--- src/rtl/i2c_clk_cmd_sender_pkg.sv ---
// Shared types and default bytes for the clock-generator command sender.
// Command codes, FSM states and the default I2C address/data bytes live here.
package i2c_clk_cmd_sender_pkg;

  typedef enum logic {
    CMD_SLOW = 1'b0,
    CMD_FAST = 1'b1
  } cmd_e;

  typedef enum logic [2:0] {
    ST_IDLE  = 3'd0,
    ST_START = 3'd1,
    ST_BITS  = 3'd2,
    ST_ACK   = 3'd3,
    ST_STOP  = 3'd4
  } state_e;

  localparam logic [6:0] DEF_SLAVE_ADDR = 7'h70;
  localparam logic [7:0] DEF_REG_ADDR   = 8'hCD;
  localparam logic [7:0] DEF_SLOW_DATA  = 8'h4E;
  localparam logic [7:0] DEF_FAST_DATA  = 8'h0E;

  localparam logic [1:0] LAST_BYTE = 2'd2;
  localparam logic [2:0] LAST_BIT  = 3'd7;

  function automatic logic [7:0] cmdData(input cmd_e cmd,
                                         input logic [7:0] slowData,
                                         input logic [7:0] fastData);
    return (cmd == CMD_SLOW) ? slowData : fastData;
  endfunction

endpackage

--- src/rtl/i2c_clk_cmd_sender_qtr_tick.sv ---
// Quarter-SCL-period divider: counts 0..QTR_DIV-1 while enabled and pulses
// tick_o for one clk on the wrap; a synchronous clear restarts a full period.
module i2c_qtr_tick #(
  parameter int unsigned QTR_DIV = 25
) (
  input  logic clk,
  input  logic reset,
  input  logic en_i,
  input  logic clr_i,
  output logic tick_o
);

  localparam int unsigned CW = (QTR_DIV > 2) ? $clog2(QTR_DIV) : 1;
  localparam logic [CW-1:0] LAST = CW'(QTR_DIV - 1);

  logic [CW-1:0] cnt_q, cnt_d;

  always_comb begin
    cnt_d  = cnt_q;
    tick_o = 1'b0;
    if (clr_i) begin
      cnt_d = '0;
    end else if (en_i) begin
      if (cnt_q == LAST) begin
        cnt_d  = '0;
        tick_o = 1'b1;
      end else begin
        cnt_d = cnt_q + 1'b1;
      end
    end
  end

  always_ff @(posedge clk) begin
    if (reset) begin
      cnt_q <= '0;
    end else begin
      cnt_q <= cnt_d;
    end
  end

endmodule

--- src/rtl/i2c_clk_cmd_sender.sv ---
// Turns edges of the POST-counter request level into SLOWDOWN/SPEEDUP I2C
// write frames to the clock generator, driving open-drain SCL/SDA enables.
module i2c_clk_cmd_sender
  import i2c_clk_cmd_sender_pkg::*;
#(
  parameter int unsigned QTR_DIV    = 25,
  parameter logic [6:0]  SLAVE_ADDR = DEF_SLAVE_ADDR,
  parameter logic [7:0]  REG_ADDR   = DEF_REG_ADDR,
  parameter logic [7:0]  SLOW_DATA  = DEF_SLOW_DATA,
  parameter logic [7:0]  FAST_DATA  = DEF_FAST_DATA
) (
  input  logic clk,
  input  logic reset,
  input  logic i2c_send,
  input  logic sda_in,
  output logic scl_oe,
  output logic sda_oe,
  output logic busy,
  output logic done,
  output logic nack
);

  logic   sendS1_q, sendS2_q, sendPrev_q;
  logic   sdaS1_q, sdaS2_q;
  logic   riseEdge, fallEdge;

  logic   pendValid_q, pendValid_d;
  cmd_e   pendCmd_q, pendCmd_d;
  cmd_e   frameCmd_q, frameCmd_d;

  state_e state_q, state_d;
  logic [1:0] qtr_q, qtr_d;
  logic [2:0] bitCnt_q, bitCnt_d;
  logic [1:0] byteCnt_q, byteCnt_d;
  logic [7:0] shift_q, shift_d;
  logic       nack_q, nack_d;
  logic       done_q, done_d;

  logic startFrame;
  logic tick;

  // Both async inputs pass through two flops; the third send flop gives the edge.
  always_ff @(posedge clk) begin
    if (reset) begin
      sendS1_q   <= 1'b0;
      sendS2_q   <= 1'b0;
      sendPrev_q <= 1'b0;
      sdaS1_q    <= 1'b0;
      sdaS2_q    <= 1'b0;
    end else begin
      sendS1_q   <= i2c_send;
      sendS2_q   <= sendS1_q;
      sendPrev_q <= sendS2_q;
      sdaS1_q    <= sda_in;
      sdaS2_q    <= sdaS1_q;
    end
  end

  assign riseEdge   = sendS2_q & ~sendPrev_q;
  assign fallEdge   = ~sendS2_q & sendPrev_q;
  assign startFrame = (state_q == ST_IDLE) && pendValid_q;

  i2c_qtr_tick #(
    .QTR_DIV(QTR_DIV)
  ) u_qtr_tick (
    .clk   (clk),
    .reset (reset),
    .en_i  (state_q != ST_IDLE),
    .clr_i (startFrame),
    .tick_o(tick)
  );

  // A new edge wins over the pop in the same clk, so the newest request is never lost.
  always_comb begin
    pendValid_d = pendValid_q;
    pendCmd_d   = pendCmd_q;
    if (startFrame) begin
      pendValid_d = 1'b0;
    end
    if (riseEdge) begin
      pendValid_d = 1'b1;
      pendCmd_d   = CMD_SLOW;
    end else if (fallEdge) begin
      pendValid_d = 1'b1;
      pendCmd_d   = CMD_FAST;
    end
  end

  always_ff @(posedge clk) begin
    if (reset) begin
      state_q     <= ST_IDLE;
      pendValid_q <= 1'b0;
      pendCmd_q   <= CMD_SLOW;
      frameCmd_q  <= CMD_SLOW;
      qtr_q       <= 2'd0;
      bitCnt_q    <= 3'd0;
      byteCnt_q   <= 2'd0;
      shift_q     <= 8'd0;
      nack_q      <= 1'b0;
      done_q      <= 1'b0;
    end else begin
      state_q     <= state_d;
      pendValid_q <= pendValid_d;
      pendCmd_q   <= pendCmd_d;
      frameCmd_q  <= frameCmd_d;
      qtr_q       <= qtr_d;
      bitCnt_q    <= bitCnt_d;
      byteCnt_q   <= byteCnt_d;
      shift_q     <= shift_d;
      nack_q      <= nack_d;
      done_q      <= done_d;
    end
  end

  always_comb begin
    state_d = state_q;
    unique case (state_q)
      ST_IDLE: begin
        if (pendValid_q) state_d = ST_START;
      end
      ST_START: begin
        if (tick && qtr_q == 2'd1) state_d = ST_BITS;
      end
      ST_BITS: begin
        if (tick && qtr_q == 2'd3 && bitCnt_q == LAST_BIT) state_d = ST_ACK;
      end
      ST_ACK: begin
        if (tick && qtr_q == 2'd3) begin
          state_d = (byteCnt_q == LAST_BYTE) ? ST_STOP : ST_BITS;
        end
      end
      ST_STOP: begin
        if (tick && qtr_q == 2'd2) state_d = ST_IDLE;
      end
      default: state_d = ST_IDLE;
    endcase
  end

  // Quarter, bit and byte counters advance on ticks; qtr restarts on every state change.
  always_comb begin
    qtr_d      = qtr_q;
    bitCnt_d   = bitCnt_q;
    byteCnt_d  = byteCnt_q;
    shift_d    = shift_q;
    nack_d     = nack_q;
    frameCmd_d = frameCmd_q;
    done_d     = 1'b0;

    if (startFrame) begin
      qtr_d      = 2'd0;
      bitCnt_d   = 3'd0;
      byteCnt_d  = 2'd0;
      shift_d    = {SLAVE_ADDR, 1'b0};
      nack_d     = 1'b0;
      frameCmd_d = pendCmd_q;
    end else if (tick) begin
      qtr_d = (state_d != state_q) ? 2'd0 : qtr_q + 2'd1;
      case (state_q)
        ST_BITS: begin
          if (qtr_q == 2'd3) begin
            bitCnt_d = bitCnt_q + 3'd1;
            shift_d  = {shift_q[6:0], 1'b0};
          end
        end
        ST_ACK: begin
          if (qtr_q == 2'd2 && sdaS2_q) begin
            nack_d = 1'b1;
          end
          if (qtr_q == 2'd3) begin
            byteCnt_d = byteCnt_q + 2'd1;
            if (byteCnt_q == 2'd0) begin
              shift_d = REG_ADDR;
            end else begin
              shift_d = cmdData(frameCmd_q, SLOW_DATA, FAST_DATA);
            end
          end
        end
        ST_STOP: begin
          if (qtr_q == 2'd2) done_d = 1'b1;
        end
        default: ;
      endcase
    end
  end

  // Pad enables: SDA only moves while SCL is held low, except in START and STOP.
  always_comb begin
    scl_oe = 1'b0;
    sda_oe = 1'b0;
    case (state_q)
      ST_START: begin
        sda_oe = (qtr_q == 2'd1);
      end
      ST_BITS: begin
        scl_oe = (qtr_q == 2'd0) || (qtr_q == 2'd3);
        sda_oe = ~shift_q[7];
      end
      ST_ACK: begin
        scl_oe = (qtr_q == 2'd0) || (qtr_q == 2'd3);
      end
      ST_STOP: begin
        scl_oe = (qtr_q == 2'd0);
        sda_oe = (qtr_q != 2'd2);
      end
      default: ;
    endcase
  end

  assign busy = (state_q != ST_IDLE);
  assign done = done_q;
  assign nack = nack_q;

endmodule

--- config.mk ---
export PLATFORM = sky130hd
export DESIGN_NAME = i2c_clk_cmd_sender
export DESIGN_NICKNAME = d
export VERILOG_FILES = /design/src/rtl/i2c_clk_cmd_sender_pkg.sv /design/src/rtl/i2c_clk_cmd_sender_qtr_tick.sv /design/src/rtl/i2c_clk_cmd_sender.sv
export SDC_FILE = /design/constraint.sdc
export NUM_CORES = 1
export LEC_CHECK = 0
export ABC_AREA = 1
export BUFFER_PORTS_ARGS = -buffer_cell sky130_fd_sc_hd__buf_4
export CAP_MARGIN = 0
export CORE_ASPECT_RATIO = 0.7
export CORE_MARGIN = 8
export CORE_UTILIZATION = 55
export CTS_CLUSTER_SIZE = 28
export DETAILED_ROUTE_END_ITERATION = 12
export MAX_ROUTING_LAYER = met4
export PLACE_DENSITY = 0.78
export SLEW_MARGIN = 40
export SYNTH_ARGS = -nofsm -noshare
export SYNTH_HDL_FRONTEND = slang
export SYNTH_SLANG_ARGS = --single-unit
--- constraint.sdc ---
create_clock -name clk -period 1.9 [get_ports clk]
set_clock_uncertainty 0.1 [all_clocks]
set_input_delay 0.095 -clock clk [delete_from_list [all_inputs] [get_ports clk]]
set_output_delay 0.095 -clock clk [all_outputs]
set_load 0.05 [all_outputs]
* Word-level counts from Yosys, hierarchy flattened
Cells that the tools add are included.
W data, S select, Z words.
** Word-level totals
- Bits of input ports :: 4
- Output and inout bits :: 5
- Flip-flop bits (word level) :: 33
** Cells by class
- Eq/ne operators :: 16
- Bitwise operators :: 7
- Reduce and logical (&&, ||, !) cells :: 24
- Mux-type cells :: 25
- $add $sub $neg :: 4
** Operator list (count)
- $mux W8 :: 5
- $mux W3 :: 6
- $pmux W8 S2 :: 1
- $pmux W3 S5 :: 1
- $reduce_and A3 Y1 :: 3
- $reduce_bool A3 Y1 :: 3
- $reduce_and A4 Y1 :: 2
- $mux W1 :: 7
- $mux W7 :: 1
- $eq A2 B2 Y1 const B :: 3
- $eq A3 B2 Y1 const B :: 2
- $eq A3 B3 Y1 const B :: 2
- $logic_and A1 B1 Y1 :: 6
- $ne A2 B2 Y1 const B :: 3
- $ne A3 B3 Y1 const B :: 2
- $reduce_or A2 Y1 :: 3
- $add A5 B1 Y5 const B :: 1
- $eq A5 B5 Y1 const B :: 1
- $mux W5 :: 1
- $not A1 Y1 :: 5
- $add A2 B1 Y2 const B :: 2
- $logic_not A2 Y1 :: 2
- $reduce_bool A2 Y1 :: 2
- $reduce_or A4 Y1 :: 1
- 10 further kinds :: 11

* Depth between registers and ports, before layout
Gate-level depths: netlist (run 1).
- Depth in word-level cells :: 10
- Gate-level depth with buffers :: 12
- Mapped depth without buffers :: 12

* By module
Synthesis (run 1) repeated with hierarchy kept, for this count alone.
** Second synthesis, totals
- Cells, all modules :: 214
- Area total of the unflattened synthesis :: 1627.8 um2
** Modules (own cells, without submodules)
- i2c_clk_cmd_sender :: area each 1355.0 um2, cells each 176, seq. area each 560.5 um2, instances 1
- i2c_qtr_tick :: area each 272.8 um2, cells each 38, seq. area each 100.1 um2, instances 1

* Worst setup path before layout (run 1)
No wires, ideal clock.
- Path type :: register to output
- Start :: reg qtr_q[0]
- End :: out scl_oe
- Slack :: -0.136 ns
- Stages on the path, launching flop included :: 4
- Buffers on the path :: 0
- Arrival time :: 1.841 ns
- Cell sequence :: dfxtp_1 > inv_1 > ha_1 > o21ai_0
** On the way
- Word-level cells in the longest chain between the ends :: 3
- Elaborated cells between the ends (all ways) :: 4
- Classes of those cells :: 1 x eq/ne; 1 x mux; 2 x reduce/logical
** Ends and longest elaborated chain
- start, declared :: line i2c_clk_cmd_sender.sv:32 : logic [1:0] qtr_q, qtr_d;
- start signal, assigned :: line i2c_clk_cmd_sender.sv:106 : qtr_q <= qtr_d;
- $eq A2 B2 Y1 or $logic_not A2 Y1 (tied branches) :: line i2c_clk_cmd_sender.sv:195, i2c_clk_cmd_sender.sv:199, i2c_clk_cmd_sender.sv:202
- $logic_or A1 B1 Y1 :: line i2c_clk_cmd_sender.sv:195, i2c_clk_cmd_sender.sv:199
- $pmux W1 S2 * :: line i2c_clk_cmd_sender.sv:190 : case (state_q)
- end, declared :: line i2c_clk_cmd_sender.sv:16 : output logic scl_oe,
Mark *: on every way between the ends. The rest lies on a longest branch, timed or not.

* Worst setup path after layout (run 1)
- Start :: reg state_q[2]
- End :: out sda_oe
** On the way
- Word-level cells in the longest chain between the ends :: 2
- Elaborated cells between the ends (all ways) :: 4
- Classes of those cells :: 3 x eq/ne; 1 x mux
** Ends and longest elaborated chain
- start, declared :: line i2c_clk_cmd_sender.sv:31 : state_e state_q, state_d;
- start signal, assigned :: line i2c_clk_cmd_sender.sv:102 : state_q <= state_d;
- $eq A3 B3 Y1, or another cell as far along :: line i2c_clk_cmd_sender.sv:190
- $pmux W1 S3 * :: line i2c_clk_cmd_sender.sv:190
- end, declared :: line i2c_clk_cmd_sender.sv:17 : output logic sda_oe,
Marked as above.

==> flow_summary.toml, run 1 <==
[outcome]
status = "complete, no violations"

[logic_synthesis]
ys_warn_count = 0
yosysMostFrequentCell = "nand2_1"
netlist_instances = 206
synth-edff-count = 0
netlist_area_sq_um = 1599
synth-main-ff-cell = "dfxtp_1"
syn_nets = 222
synth_top_area_frac = 0.4131
yosysUniqueCellTypes = 28
yosysTopAreaCell = "dfxtp_1"
ys_top_cells_by_count = "nand2_1 (35), dfxtp_1 (33), inv_1 (30)"
synth_area_leaders = "dfxtp_1 (41%), ha_1 (9.4%), nand2_1 (8.2%)"
async_flop_share = 0
ys_seq_area_frac = 0.4131
ys_ff_latch = 33
avgSynthCellArea_sq_um = 7.762

[clock_network]
cts_tree = "yes"
cts.sinks = 33
clkLatencyLatePin_ns = 0.28
clock-root-buffer = "clkbuf_8"
path_clk_slew_ns = 0.06
cts_max_level = 2
cts_made_buffers = 5
clock_path_buffers = 2
cts_setup_buffers = 0

[floorplanning]
pin_count = 9
die_area_sq_um = 4916
fp-row-count = 16
fp.dieH_um = 61.11
design.core.area_sq_um = 2783
die_width_um = 80.45
initial_core_util = 0.5746

[sta]
drv_slew = 0
fmax_mhz = 568.3
tightest_slew_ns = 0.3172
relSlewSlack = 0.7869
post-route-min-period_ns = 1.760
tns_ns = 0
setup_viol = 0
period_share = 0.9261
setup_ws_ns = 0.1404
hold_viol = 0
rsz0062_at_grt = "no"

[placement]
place_area_sq_um = 1715
dp_hpwl_mm = 2.338
gp_congestion = 0.9209
portBuffers = 8
dpl.cell_count = 251
preCtsSetupSlack_ns = 0.1407

[hold_path]
hold_class = "register to register"
hold-path-cell-count = 2

[drt]
drtIter0Drc = 196
drt-total-wl_mm = 3.141
vias = 1352
wl_per_cell_um = 12.03
vias_per_cell = 5.180
drcViolationCount = 0
ant_nets = 0
first_pass_iters = 4

[power]
vdd_drop_max_v = 0.0004549
p_leak_nw = 0.8210
p_per_area_nw_per_um2 = 689.3

[global_routing]
grt_max_degree = 15
grt_usage = 0.1423
antenna_found_initial = 0
grt_first_pass_wirelength_mm = 5.285
gr-total-overflow = 0
first_global_vias = 1188

[job]
maxCapViolations = 0

[setup_path]
rrSetupSlack_ns = 0.18
path_cells = "inv_2, nand2_2, nor2_4, inv_2, o221ai_1, buf_4"
crit_required_ns = 1.70
cp.arrival_ns = 1.56
crit_family = "buffers and inverters"
reg2regPathDepth = 11
crit_cells = 6
slowest_delay_ns = 0.37
critPathBufInv = 3
end_kind = "output pin"
slowest_stage = "dfxtp_1"
cp_common_cell = "inv_2"
cp-start-kind = "register"
worstSetupPathType = "register to output pin"
cp_max_fo = 5

[cells_and_area]
multiInputGateArea_sq_um = 813.3
drive_gt1_frac = 0.1556
nNetsFinal = 242
instances_no_fill = 261
nFillCells = 236
final_util = 0.6619
fin_area_sq_um = 1842
antennaDiodeCount = 0
seqCellArea_sq_um = 660.6
area_delta_synth_final_pct = 15.18
==> report_power, final <==
part | switching [mW] | leakage, nW | internal (mW)
sequential | 0.00793 | 0.267 | 0.706
combinational | 0.0564 | 0.514 | 0.0339
clock | 0.225 | 0.0399 | 0.240
total | 0.290 | 0.821 | 0.980
==> layout make-up <==
type                       count  area share
tap                           36     0.02446
multi-input combinational    137      0.4416
sequential                    33      0.3587
clock inverter                 1    0.002717
timing repair buffer          14     0.06250
inverter                      35     0.07269
clock buffer                   5     0.03736
==> worst min-delay path, delay by kind of cell (launching register included) <==
kind,cells,cell delay [ns]
buffers and inverters,1,0.04
DFF,1,0.30
and+or+nand+nor,1,0.03
==> sequential cells by signal (all words and copies together) (netlist names) <==
signal	count
sendS1_q	1
qtr_q	2
frameCmd_q	1
bitCnt_q	3
done	1
sdaS2_q	1
sendS2_q	1
u_qtr_tick.cnt_q	5
sendPrev_q	1
sdaS1_q	1
byteCnt_q	2
pendValid_q	1
nack	1
shift_q	8
pendCmd_q	1
state_q	3
==> worst paths after layout <==
path | startpoint | to
max | state_q[2] | sda_oe
min | sendS1_q | sendS2_q
max reg2reg | u_qtr_tick.cnt_q[0] | shift_q[7]
min reg2reg | sendS1_q | sendS2_q
==> cells by family (layout without fill, tap and decap cells) <==
| group | Yosys count | count (layout) | synth area share |
|---|---|---|---|
| adders and majority gates | 12 | 12 | 0.09389 |
| and+or+nand+nor | 87 | 87 | 0.2700 |
| DFF | 33 | 33 | 0.4131 |
| buffers and inverters | 36 | 55 | 0.08607 |
| xor gates and xnor gates | 3 | 3 | 0.01643 |
| AOI/OAI and AO/OA | 35 | 35 | 0.1205 |
==> routing by layer <==
metal / up-vias / GRT usage / routed length (um)
met3: 6 / 0.04665 / 232
met1: 608 / 0.1821 / 1579
li1: 698 / - / -
met2: 40 / 0.2016 / 1297
met5: - / - / 0
met4: 0 / 0.05670 / 31
==> through the flow <==
stage	power [mW]	hold WS (ns)
2_1_floorplan	0.7840	0.06441
3_3_place_gp	0.8096	0.1977
3_5_place_dp	0.8110	0.2052
4_1_cts	1.280	0.3104
5_1_grt	1.320	0.3310
6_report	1.270	0.3115
==> timing repair <==
item | CTS | global route
endpoints found under the hold margin | 4 | 0
gates resized for setup | 0 | 4
endpoints found under the setup margin | 0 | 2
hold buffers | 4 | 0
==> placed cells by master (no fill, tap or decap), types with 2 or more instances in the layout <==
cell type / netlist / layout
clkbuf_8: 0 / 5
a211oi_1: 2 / 2
xor2_1: 3 / 3
nand2_1: 35 / 34
dlygate4sd3_1: 0 / 4
dfxtp_1: 33 / 33
nor2_4: 2 / 3
buf_4: 0 / 10
a31oi_1: 3 / 3
o21ai_0: 9 / 8
nor3_1: 4 / 4
nand2_4: 3 / 3
ha_1: 12 / 12
nor2_1: 25 / 23
nand3_1: 6 / 6
o21ai_1: 1 / 2
inv_1: 30 / 30
inv_2: 4 / 4
nand2_2: 2 / 3
nand4_1: 5 / 5
a21oi_1: 17 / 17
nor2_2: 1 / 2
Power figures use the tool's default switching activity.
==> inputs of run 2 (changes only) <==
--- a/config.mk
+++ b/config.mk
@@ -10,11 +10,11 @@
 export CAP_MARGIN = 0
 export CORE_ASPECT_RATIO = 0.7
 export CORE_MARGIN = 8
-export CORE_UTILIZATION = 55
+export CORE_UTILIZATION = 47
 export CTS_CLUSTER_SIZE = 28
 export DETAILED_ROUTE_END_ITERATION = 12
 export MAX_ROUTING_LAYER = met4
-export PLACE_DENSITY = 0.78
+export PLACE_DENSITY = 0.69
 export SLEW_MARGIN = 40
 export SYNTH_ARGS = -nofsm -noshare
 export SYNTH_HDL_FRONTEND = slang
==> run 2 against run 1 <==
Power increased by 15%. Routed wire length shrank 3.1%. Design area increased by 1.7%. Sequential share of layout area shrank 0.60 points. Combinational power decreased by 4.8%. Worst setup slack got worse by 0.091 ns. Maximum frequency shrank 4.9%. Non-clock buffer count shrank 1. Clock-buffer cell count is 2 higher. Sequential cell count unchanged. Utilization shrank 7.5 points. Worst hold slack got worse by 0.011 ns. Largest power group unchanged. Highest routed layer unchanged.
==> flow_summary.toml, run 2 (synthesis gave the netlist of run 1 again) <==
[outcome]
status = "complete, no violations"

[sta]
rsz0062_at_grt = "yes"
period_share = 0.9742
whs_ns = 0.3010
hold_viol = 0
setup_ws_ns = 0.04911
relSlewSlack = 0.7490
post-route-min-period_ns = 1.851
drv_slew = 0
setup_viol = 0
tns_ns = 0
fmax_mhz = 540.3
tightest_slew_ns = 0.3736

[drt]
drtIter0Drc = 106
vias = 1306
ant_nets = 0
drt-total-wl_mm = 3.044
wl_per_cell_um = 11.53
first_pass_iters = 5
drcViolationCount = 0
vias_per_cell = 4.947

[job]
maxCapViolations = 0

[setup_path]
slowest_delay_ns = 0.47
cp-start-kind = "register"
worstSetupPathType = "register to output pin"
cp.arrival_ns = 1.66
slowest_stage = "dfxtp_1"
reg2regPathDepth = 11
crit_family = "flip-flops"
cp_max_fo = 6
crit_cells = 5
end_kind = "output pin"
path_cells = "inv_1, nor3_1, nand2_1, o221ai_1, buf_4"
critPathBufInv = 2
crit_required_ns = 1.70

[floorplanning]
die_width_um = 85.72
die_area_sq_um = 5554
fp.dieH_um = 64.80
pin_count = 9
initial_core_util = 0.5012
design.core.area_sq_um = 3191
fp-row-count = 17

[power]
clock_power_share = 0.454
switchingPower_uw = 300.2
finalPower_mw = 1.465
intPower_mw = 1.165
p_leak_nw = 0.8335
p_sw_frac = 0.2048
seq_power_share = 0.487
combinationalPowerShare = 0.059
p_per_area_nw_per_um2 = 782.4
vdd_drop_max_v = 0.0005861

[placement]
gp_congestion = 0.8882
place_area_sq_um = 1710
dp_hpwl_mm = 2.307
dpl.cell_count = 252
preCtsSetupSlack_ns = 0.1206
portBuffers = 8

[clock_network]
path_clk_slew_ns = 0.07
clock_path_buffers = 2
cts_max_level = 2
cts_setup_buffers = 0
cts_tree = "yes"
clkLatencyLatePin_ns = 0.27
clock-root-buffer = "clkbuf_8"
cts_made_buffers = 5
cts.sinks = 33

[global_routing]
grt-busiest-layer = "met2"
grt_usage = 0.1200
grt_max_degree = 15
gr-total-overflow = 0
antenna_found_initial = 0
first_global_vias = 1170
grtUsageMet1 = 0.1574
grt_first_pass_wirelength_mm = 5.209
gr-usage-met2 = 0.1668
use_met3 = 0.04906

[cells_and_area]
regMostFlops = "shift_q"
mostFrequentLayoutCells = "nand2_1 (35), dfxtp_1 (33), inv_1 (30)"
instances_no_fill = 264
antennaDiodeCount = 0
largest_reg_flops = 8
drive_gt1_frac = 0.1504
area_delta_synth_final_pct = 17.14
nFillCells = 290
nNetsFinal = 241
final_util = 0.5871
reg_top3 = "shift_q (8), u_qtr_tick.cnt_q (5)"
multiInputGateArea_sq_um = 807.0
seqCellArea_sq_um = 660.6
fin_area_sq_um = 1873
layout_commonest_cell = "nand2_1"

[hold_path]
hold_class = "register to register"
hold-path-cell-count = 2
[run 2: cell count changes in the layout (fill, tap and decap cells not counted)]
cell / previous run / this run
clkinv_2: 1 / 0
buf_4: 10 / 9
clkbuf_8: 5 / 6
bufinv_16: 0 / 1
nand2_2: 3 / 2
a21oi_1: 17 / 16
clkbuf_1: 0 / 1
nand2_1: 34 / 35
nor2_1: 23 / 24
a21oi_2: 0 / 1
nor2_4: 3 / 2
[run 2: power groups by stage]
stage               Combinational, mW  Sequential (mW)  Clock, mW
global route                   0.0960            0.715      0.719
global placement               0.0798            0.729          0
finish                         0.0860            0.714      0.665
detailed placement             0.0792            0.730          0
floorplan                      0.0568            0.727          0
CTS                            0.0860            0.714      0.683
[run 2: layout make-up]
cell class	instances	share of cell area
Timing Repair Buffer	13	0.05745
Sequential cell	33	0.3527
Clock buffer	7	0.04609
Multi-Input combinational cell	137	0.4309
Clock inverter	1	0.01603
Tap cell	38	0.02538
Inverter	35	0.07148
[run 2: tightest hold or removal path: stages (launching register included)]
cell and delay (ns):
dfxtp_1 0.30, inv_1 0.04, nor2_1 0.03
[run 2: repair_timing]
| item | CTS | global route |
|---|---|---|
| hold buffers | 4 | 0 |
| hold endpoints to repair | 4 | 0 |
| gates resized for setup | 0 | 2 |
| setup endpoints to repair | 0 | 5 |
[run 2: final timing paths]
kind	from	to	slack, ns
worst max register to register	u_qtr_tick.cnt_q[0]	shift_q[7]	0.21
worst max-delay path	state_q[0]	sda_oe	0.05
worst min register to register	sdaS1_q	sdaS2_q	0.30
worst min-delay path	sdaS1_q	sdaS2_q	0.30
[run 2: layer usage]
metal	vias to the layer above	part of all wire
met2	37	0.39
met5	-	0
met1	573	0.52
met3	2	0.079
li1	694	-
met4	0	0.0039
